[src/rtl/gray_sync_rx.sv]
// Consumer side of a Gray-coded counter crossing: synchronize, decode to binary, and report
// step size, wrap-around and sticky multi-bit-change errors.
module gray_sync_rx #(
  parameter int unsigned WIDTH       = 5,
  parameter int unsigned SYNC_STAGES = 2,
  parameter int unsigned CHECK       = 1
) (
  input  logic             clock,
  input  logic             reset,
  input  logic [WIDTH-1:0] gray_i,
  input  logic             clear_i,
  output logic [WIDTH-1:0] gray_o,
  output logic [WIDTH-1:0] bin_o,
  output logic [WIDTH-1:0] delta_o,
  output logic             step_o,
  output logic             wrap_o,
  output logic             err_o
);

  typedef enum logic [0:0] {StFill, StPrimed} state_e;

  localparam int unsigned FillW = $clog2(SYNC_STAGES + 2);

  logic [WIDTH-1:0] sync_q [SYNC_STAGES];
  logic [WIDTH-1:0] gray_s;
  logic [WIDTH-1:0] bin_new;
  logic [WIDTH-1:0] diff;
  logic             changed;
  logic             multi_bit;
  logic             set_err;
  state_e           state_q;
  logic [FillW-1:0] fill_q;

  // Plain flop chain; only sync_q[0] ever samples the asynchronous input.
  always_ff @(posedge clock) begin
    if (reset) begin
      for (int i = 0; i < int'(SYNC_STAGES); i++) begin
        sync_q[i] <= '0;
      end
    end else begin
      sync_q[0] <= gray_i;
      for (int i = 1; i < int'(SYNC_STAGES); i++) begin
        sync_q[i] <= sync_q[i-1];
      end
    end
  end

  assign gray_s = sync_q[SYNC_STAGES-1];

  // Each binary bit is the XOR of all Gray bits at or above it.
  always_comb begin
    bin_new = '0;
    for (int i = 0; i < int'(WIDTH); i++) begin
      bin_new[i] = ^(gray_s >> i);
    end
  end

  assign diff      = gray_s ^ gray_o;
  assign changed   = |diff;
  // More than one bit set iff clearing the lowest set bit leaves something behind.
  assign multi_bit = |(diff & (diff - WIDTH'(1)));
  assign set_err   = (CHECK != 0) && (state_q == StPrimed) && changed && multi_bit;

  always_ff @(posedge clock) begin
    if (reset) begin
      state_q <= StFill;
      fill_q  <= '0;
      gray_o  <= '0;
      bin_o   <= '0;
      delta_o <= '0;
      step_o  <= 1'b0;
      wrap_o  <= 1'b0;
      err_o   <= 1'b0;
    end else begin
      gray_o <= gray_s;
      bin_o  <= bin_new;
      step_o <= 1'b0;
      wrap_o <= 1'b0;
      if (changed) begin
        delta_o <= bin_new - bin_o;
        if (state_q == StPrimed) begin
          step_o <= 1'b1;
          wrap_o <= (bin_new < bin_o);
        end
      end

      if (set_err) begin
        err_o <= 1'b1;
      end else if (clear_i) begin
        err_o <= 1'b0;
      end

      // Stay in fill until the synchronizer and output registers hold post-reset data.
      case (state_q)
        StFill: begin
          fill_q <= fill_q + FillW'(1);
          if (fill_q == FillW'(SYNC_STAGES)) begin
            state_q <= StPrimed;
          end
        end
        StPrimed: state_q <= StPrimed;
        default:  state_q <= StFill;
      endcase
    end
  end

endmodule

[config.mk]
export PLATFORM = sky130hd
export DESIGN_NAME = gray_sync_rx
export DESIGN_NICKNAME = d
export VERILOG_FILES = /design/src/rtl/gray_sync_rx.sv
export SDC_FILE = /design/constraint.sdc
export NUM_CORES = 1
export LEC_CHECK = 0
export CORE_MARGIN = 8
export CORE_UTILIZATION = 53
export DETAILED_ROUTE_END_ITERATION = 12
export PLACE_DENSITY = 0.82
export SKIP_CTS_REPAIR_TIMING = 1
export SLEW_MARGIN = 10
export SYNTH_ARGS = -nofsm -noshare
export SYNTH_HDL_FRONTEND = slang
export SYNTH_SLANG_ARGS = --single-unit
export TNS_END_PERCENT = 50
[constraint.sdc]
create_clock -name clock -period 5.1 [get_ports clock]
set_input_delay 0.51 -clock clock [delete_from_list [all_inputs] [get_ports clock]]
set_output_delay 0.51 -clock clock [all_outputs]
set_load 0.05 [all_outputs]
==> results of run 1 <==
==> synthesized netlist by cell type <==
library cell / n / share of area (%)
dfxtp_1: 30 / 48
nor2_1: 15 / 4.5
nor2b_1: 15 / 7.5
inv_1: 9 / 2.7
ha_1: 6 / 6.0
a21oi_1: 5 / 2.0
xnor2_1: 5 / 3.5
nand4b_1: 4 / 2.8
o31ai_1: 4 / 2.4
xor2_1: 4 / 2.8
clkbuf_1: 3 / 0.90
nand2b_1: 3 / 1.5
buf_6: 2 / 1.8
o211ai_1: 2 / 1.2
o21ai_0: 2 / 0.80
a21boi_0: 1 / 0.60
and2_4: 1 / 0.70
and4_1: 1 / 0.70
buf_4: 1 / 0.60
fa_1: 1 / 1.6
mux2i_1: 1 / 0.80
nand2_1: 1 / 0.30
nor4b_2: 1 / 1.2
o2bb2ai_1: 1 / 0.70
o41ai_4: 1 / 2.2
xnor3_1: 1 / 1.8
==> logic make-up (layout without fill, tap and decap cells) <==
logic type / after synthesis / count (layout) / synth area share [%]
compound gates: 16 / 16 / 9.940
xor+xnor: 10 / 10 / 8.132
fa+ha+maj: 7 / 7 / 7.630
buf+inv: 15 / 41 / 6.024
flops: 30 / 30 / 48.19
mux: 1 / 1 / 0.8032
simple gates: 41 / 41 / 19.28
==> sequential cells by signal, indices dropped and copies added, names as in the netlist <==
| signal | cells |
|---|---|
| gray_o | 5 |
| wrap_o | 1 |
| sync_q | 10 |
| step_o | 1 |
| fill_q | 2 |
| delta_o | 5 |
| err_o | 1 |
| state_q | 1 |
| bin_o | 4 |
==> critical path: stages (launching register included) <==
cell and delay (ns):
dfxtp_1 0.37, xnor3_1 0.45, xor2_1 0.37, xor2_1 0.15, ha_1 0.24, fa_1 0.40
nand2b_1 0.16, o2bb2ai_1 0.14, a21oi_1 0.14, a21boi_0 0.20
==> layout make-up <==
| class | instances | area (sq um) |
|---|---|---|
| Timing Repair Buffer | 25 | 250.2 |
| Tap cell | 28 | 35.03 |
| Multi-Input combinational cell | 75 | 570.5 |
| Fill cell | 201 | 676.9 |
| Sequential cell | 30 | 600.6 |
| Inverter | 9 | 33.78 |
| Clock buffer | 7 | 45.04 |
==> power breakdown <==
group | total [mW] | internal [mW] | switching [mW]
Sequential | 0.279 | 0.261 | 0.0173
Clock | 0.122 | 0.0519 | 0.0706
Combinational | 0.179 | 0.0712 | 0.108
==> stage by stage <==
| stage | std cells | power [mW] | instance area (sq um) | hold WS (ns) | utilization (%) |
|---|---|---|---|---|---|
| final | 174 | 0.5801 | 1535 | 0.4417 | 69.40 |
| after global placement | 167 | 0.4569 | 1490 | 0.4191 | 67.36 |
| after global routing | 174 | 0.6162 | 1535 | 0.4564 | 69.40 |
| after CTS | 174 | 0.5866 | 1535 | 0.4475 | 69.40 |
| after detailed placement | 167 | 0.4636 | 1490 | 0.4294 | 67.36 |
| after floorplan | 120 | 0.4164 | 1246 | 0.4138 | - |
==> routing by layer <==
| metal | vias to the layer above | share of wire [%] |
|---|---|---|
| met5 | - | 0 |
| met4 | 0 | 1.7 |
| met3 | 4 | 4.5 |
| met2 | 21 | 49 |
| met1 | 397 | 45 |
| li1 | 444 | - |
==> worst paths after layout <==
kind / start / endpoint / slack [ns] / cells after the start
setup reg to reg: sync_q[0][7] / delta_o[4] / 2.40 / 9
setup / recovery: sync_q[0][7] / delta_o[4] / 2.40 / 9
hold reg to reg: sync_q[0][1] / sync_q[0][6] / 0.44 / 1
hold / removal: sync_q[0][1] / sync_q[0][6] / 0.44 / 1
==> impl_metrics.json, run 1 <==
{
  "outcome": "complete, no violations",
  "port-buffer-count": 25,
  "die_h_um": 64.49,
  "vias": 866,
  "synth_warnings": 0,
  "viasPerCell": 4.977,
  "syn_avg_cell_area_sq_um": 10.38,
  "setup_viol": 0,
  "synth_area_sq_um": 1246,
  "setup_tns_ns": 0,
  "fmax_mhz": 370.9,
  "drcViolationCount": 0,
  "mostFrequentLayoutCell": "dfxtp_1",
  "antenna_found_initial": 0,
  "diodes": 0,
  "syn-num-nets": 135,
  "min_path_type": "reg -> reg",
  "leakage_nw": 0.6203,
  "path_max_fanout": 4,
  "grt_use_met3_pct": 6.014,
  "grt_max_degree": 34,
  "max-cap-violations": 0,
  "worstSkewPairLatency_ns": 0.31,
  "fin_skew_ns": 0.002275,
  "synthCells": 120,
  "setup_ws_ns": 2.404,
  "grt_pass1_vias": 858,
  "drt_pass1_iterations": 4,
  "cts_root_buffer": "clkbuf_4",
  "cts_buffers": 5,
  "yosysUniqueCellTypes": 26,
  "period_needed_ns": 2.696,
  "final_cell_mix": "dfxtp_1 (30), clkdlybuf4s50_1 (25), nor2_1 (15), nor2b_1 (15), inv_1 (9)",
  "fin_crit_sh_pct": 52.87,
  "drtIter0Drc": 10,
  "grt_usage_pct": 11.47,
  "busiest_layer": "met2",
  "coreArea_sq_um": 2212,
  "drive_gt1_share_pct": 5.479,
  "dp_hpwl_um": 1730,
  "hold_violations": 0,
  "cts_tree": "yes",
  "gp_congestion": 0.8339,
  "maxSlewHeadroom_pct": 24.58,
  "tightest_slew_ns": 1.128,
  "fp-row-count": 17,
  "rsz0062_at_grt": "no",
  "synthToLayoutAreaGrowth_pct": 23.19,
  "gr-total-overflow": 0,
  "io_pins": 26,
  "ant_nets": 0,
  "crit_path_start_kind": "flip-flop",
  "maxSlewViolCount": 0,
  "cts.sinks": 30,
  "die_x_um": 64.49,
  "die_area_sq_um": 4159,
  "clk_pin_slew_ns": 0.08,
  "synth_seq_area_share_pct": 48.19,
  "post-place-ws_ns": 2.421,
  "wirelength_um": 2231,
  "power_density_nw_per_um2": 377.8,
  "nNetsFinal": 161,
  "h-tree-depth": 2,
  "crit_type": "reg -> reg",
  "ir_drop_v": 0.0002707,
  "met1_usage_pct": 11.60,
  "ys_ff_latch": 30,
  "worstPathArrival_ns": 2.94,
  "met2_usage_pct": 19.13,
  "crit_required_ns": 5.34,
  "wire_per_inst_um": 12.82,
  "start_util_pct": 56.33,
  "worst_setup_path_end_kind": "flip-flop",
  "cts_max_path_buffers": 2,
  "grt_pass1_wl_um": 3705
}
Note: power is estimated with default switching activity, not from simulation.
==> run 2, diff against run 1 <==
--- a/config.mk
+++ b/config.mk
@@ -6,9 +6,9 @@
 export NUM_CORES = 1
 export LEC_CHECK = 0
 export CORE_MARGIN = 8
-export CORE_UTILIZATION = 53
+export CORE_UTILIZATION = 49
 export DETAILED_ROUTE_END_ITERATION = 12
-export PLACE_DENSITY = 0.82
+export PLACE_DENSITY = 0.77
 export SKIP_CTS_REPAIR_TIMING = 1
 export SLEW_MARGIN = 10
 export SYNTH_ARGS = -nofsm -noshare
==> constraint.sdc (replaced) <==
create_clock -name clock -period 2.7 [get_ports clock]
set_input_delay 0.27 -clock clock [delete_from_list [all_inputs] [get_ports clock]]
set_output_delay 0.27 -clock clock [all_outputs]
set_load 0.05 [all_outputs]
==> run 2 against run 1 <==
Setup slack got worse by 2.3 ns. Combinational power increased by 96%. First-iteration DRC count rose to 2.7 times the previous value. Global-route usage hardly changed. Clock power is 95% higher. Register-to-register slack got worse by 2.3 ns. Highest routed layer unchanged. Routed wire length increased by 1.6%. Clock skew grew 0.014 ns. Non-clock buffer count increased by 3. Die area rose by 6.1%.
==> impl_metrics.json, run 2 (same netlist as run 1, synthesis figures left out) <==
{
  "reg2reg_slack_ns": 0.13,
  "whs_ns": 0.4384,
  "crit_required_ns": 2.95,
  "fmax_mhz": 389.0,
  "path_max_fanout": 4,
  "post-place-ws_ns": -0.01181,
  "gr-total-overflow": 0,
  "clk_pin_slew_ns": 0.09,
  "regMostFlops": "sync_q",
  "max-cap-violations": 0,
  "drive_gt1_share_pct": 9.396,
  "cts_root_buffer": "clkbuf_4",
  "fin_crit_sh_pct": 95.20,
  "drcViolationCount": 0,
  "ant_nets": 0,
  "die_area_sq_um": 4413,
  "port-buffer-count": 25,
  "wirelength_um": 2266,
  "fin_skew_ns": 0.01608,
  "min_path_type": "reg -> reg",
  "worstSkewPairLatency_ns": 0.32,
  "wire_per_inst_um": 12.66,
  "grt_pass1_vias": 831,
  "outcome": "complete, no violations",
  "io_pins": 26,
  "antenna_found_initial": 0,
  "cts.sinks": 30,
  "vias": 895,
  "maxSlewViolCount": 0,
  "maxSlewHeadroom_pct": 65.61,
  "synthToLayoutAreaGrowth_pct": 26.00,
  "dp.cells": 170,
  "grt_pass1_wl_um": 3795,
  "reg2reg_from": "sync_q[0][7]",
  "grt_usage_pct": 11.45,
  "h-tree-depth": 2,
  "cts_max_path_buffers": 2,
  "mostFrequentLayoutCell": "dfxtp_1",
  "timing.rr.end": "delta_o[4]",
  "power.total_mw": 1.116,
  "hold_depth": 1,
  "drt_pass1_iterations": 4,
  "period_needed_ns": 2.570,
  "start_util_pct": 50.76,
  "hp-start": "sync_q[0][2]",
  "die_x_um": 66.43,
  "fp-row-count": 18,
  "power_density_nw_per_um2": 710.8,
  "fin_cells": 179,
  "leakage_nw": 0.6401,
  "crit_path_start_kind": "flip-flop",
  "viasPerCell": 5.000,
  "setup_viol": 0,
  "grt_max_degree": 21,
  "rsz0062_at_grt": "no",
  "hold_violations": 0,
  "worst_setup_path_end_kind": "flip-flop",
  "setup_ws_ns": 0.1296,
  "min_to": "sync_q[0][7]",
  "crit_type": "reg -> reg",
  "dp_hpwl_um": 1792,
  "nNetsFinal": 164,
  "final_cell_mix": "dfxtp_1 (30), clkdlybuf4s50_1 (25), nor2_1 (15), nor2b_1 (15), inv_1 (9)",
  "worstPathArrival_ns": 2.82,
  "crit_start": "sync_q[0][7]",
  "cts_tree": "yes",
  "largest_reg_flops": 10,
  "gp_congestion": 0.8373,
  "coreArea_sq_um": 2455,
  "tightest_slew_ns": 0.5143,
  "ir_drop_v": 0.0005114,
  "r2r_cells": 9,
  "die_h_um": 66.43,
  "final_util_pct": 63.97,
  "diodes": 0,
  "largestRegisters": "sync_q: 10 flops, delta_o: 5 flops, gray_o: 5 flops",
  "drtIter0Drc": 27,
  "cts_buffers": 5
}
run 2: changes by cell type in the layout (fill, tap and decap cells not counted), sizes merged:
cell	delta
clkinv	+2
buf	+3
clkbuf	-2
run 2: per-layer routing:
| layer | share of wire [%] | GRT usage, % |
|---|---|---|
| met5 | 0 | 0 |
| met4 | 2.3 | 7.200 |
| met3 | 7.5 | 5.254 |
| met2 | 49 | 17.97 |
| met1 | 41 | 12.20 |
run 2: cell type report:
cell class | count | area, sq um
repair buffers | 28 | 272.8
clock inverters | 2 | 10.01
multi-input cells | 75 | 578.1
clock buffers | 5 | 37.54
flip-flops and latches | 30 | 600.6
inverters | 9 | 33.78
well taps | 30 | 37.54
fillers | 188 | 884.6
run 2: power by group:
group / switching (mW) / total [mW] / leakage [nW] / internal [mW]
logic: 0.209 / 0.351 / 0.362 / 0.142
clock network: 0.145 / 0.238 / 0.0308 / 0.0934
registers: 0.0337 / 0.527 / 0.247 / 0.493
run 2: worst max path at each step:
stage | slack [ns] | cells after the start | end
2_1_floorplan | 0.27 | 9 | delta_o[4]
3_3_place_gp | 0.16 | 9 | delta_o[4]
3_5_place_dp | -0.01 | 9 | delta_o[4]
4_1_cts | -0.03 | 9 | delta_o[4]
5_1_grt | 0.003 | 9 | delta_o[4]
6_report | 0.13 | 9 | delta_o[4]
run 2: stage by stage:
step,TNS [ns],cell area (sq um)
after global placement,0,1500
after global routing,0,1570
after floorplan,0,1246
after CTS,-0.03369,1548
final,0,1570
after detailed placement,-0.01181,1500
run 2: critical path, stage by stage (launching register included):
cell and delay, ns:
dfxtp_1 0.38, xnor3_1 0.49, xor2_2 0.23, xor2_1 0.17, ha_1 0.22, fa_1 0.41
nand2b_1 0.16, o2bb2ai_1 0.13, a21oi_1 0.13, a21boi_0 0.19
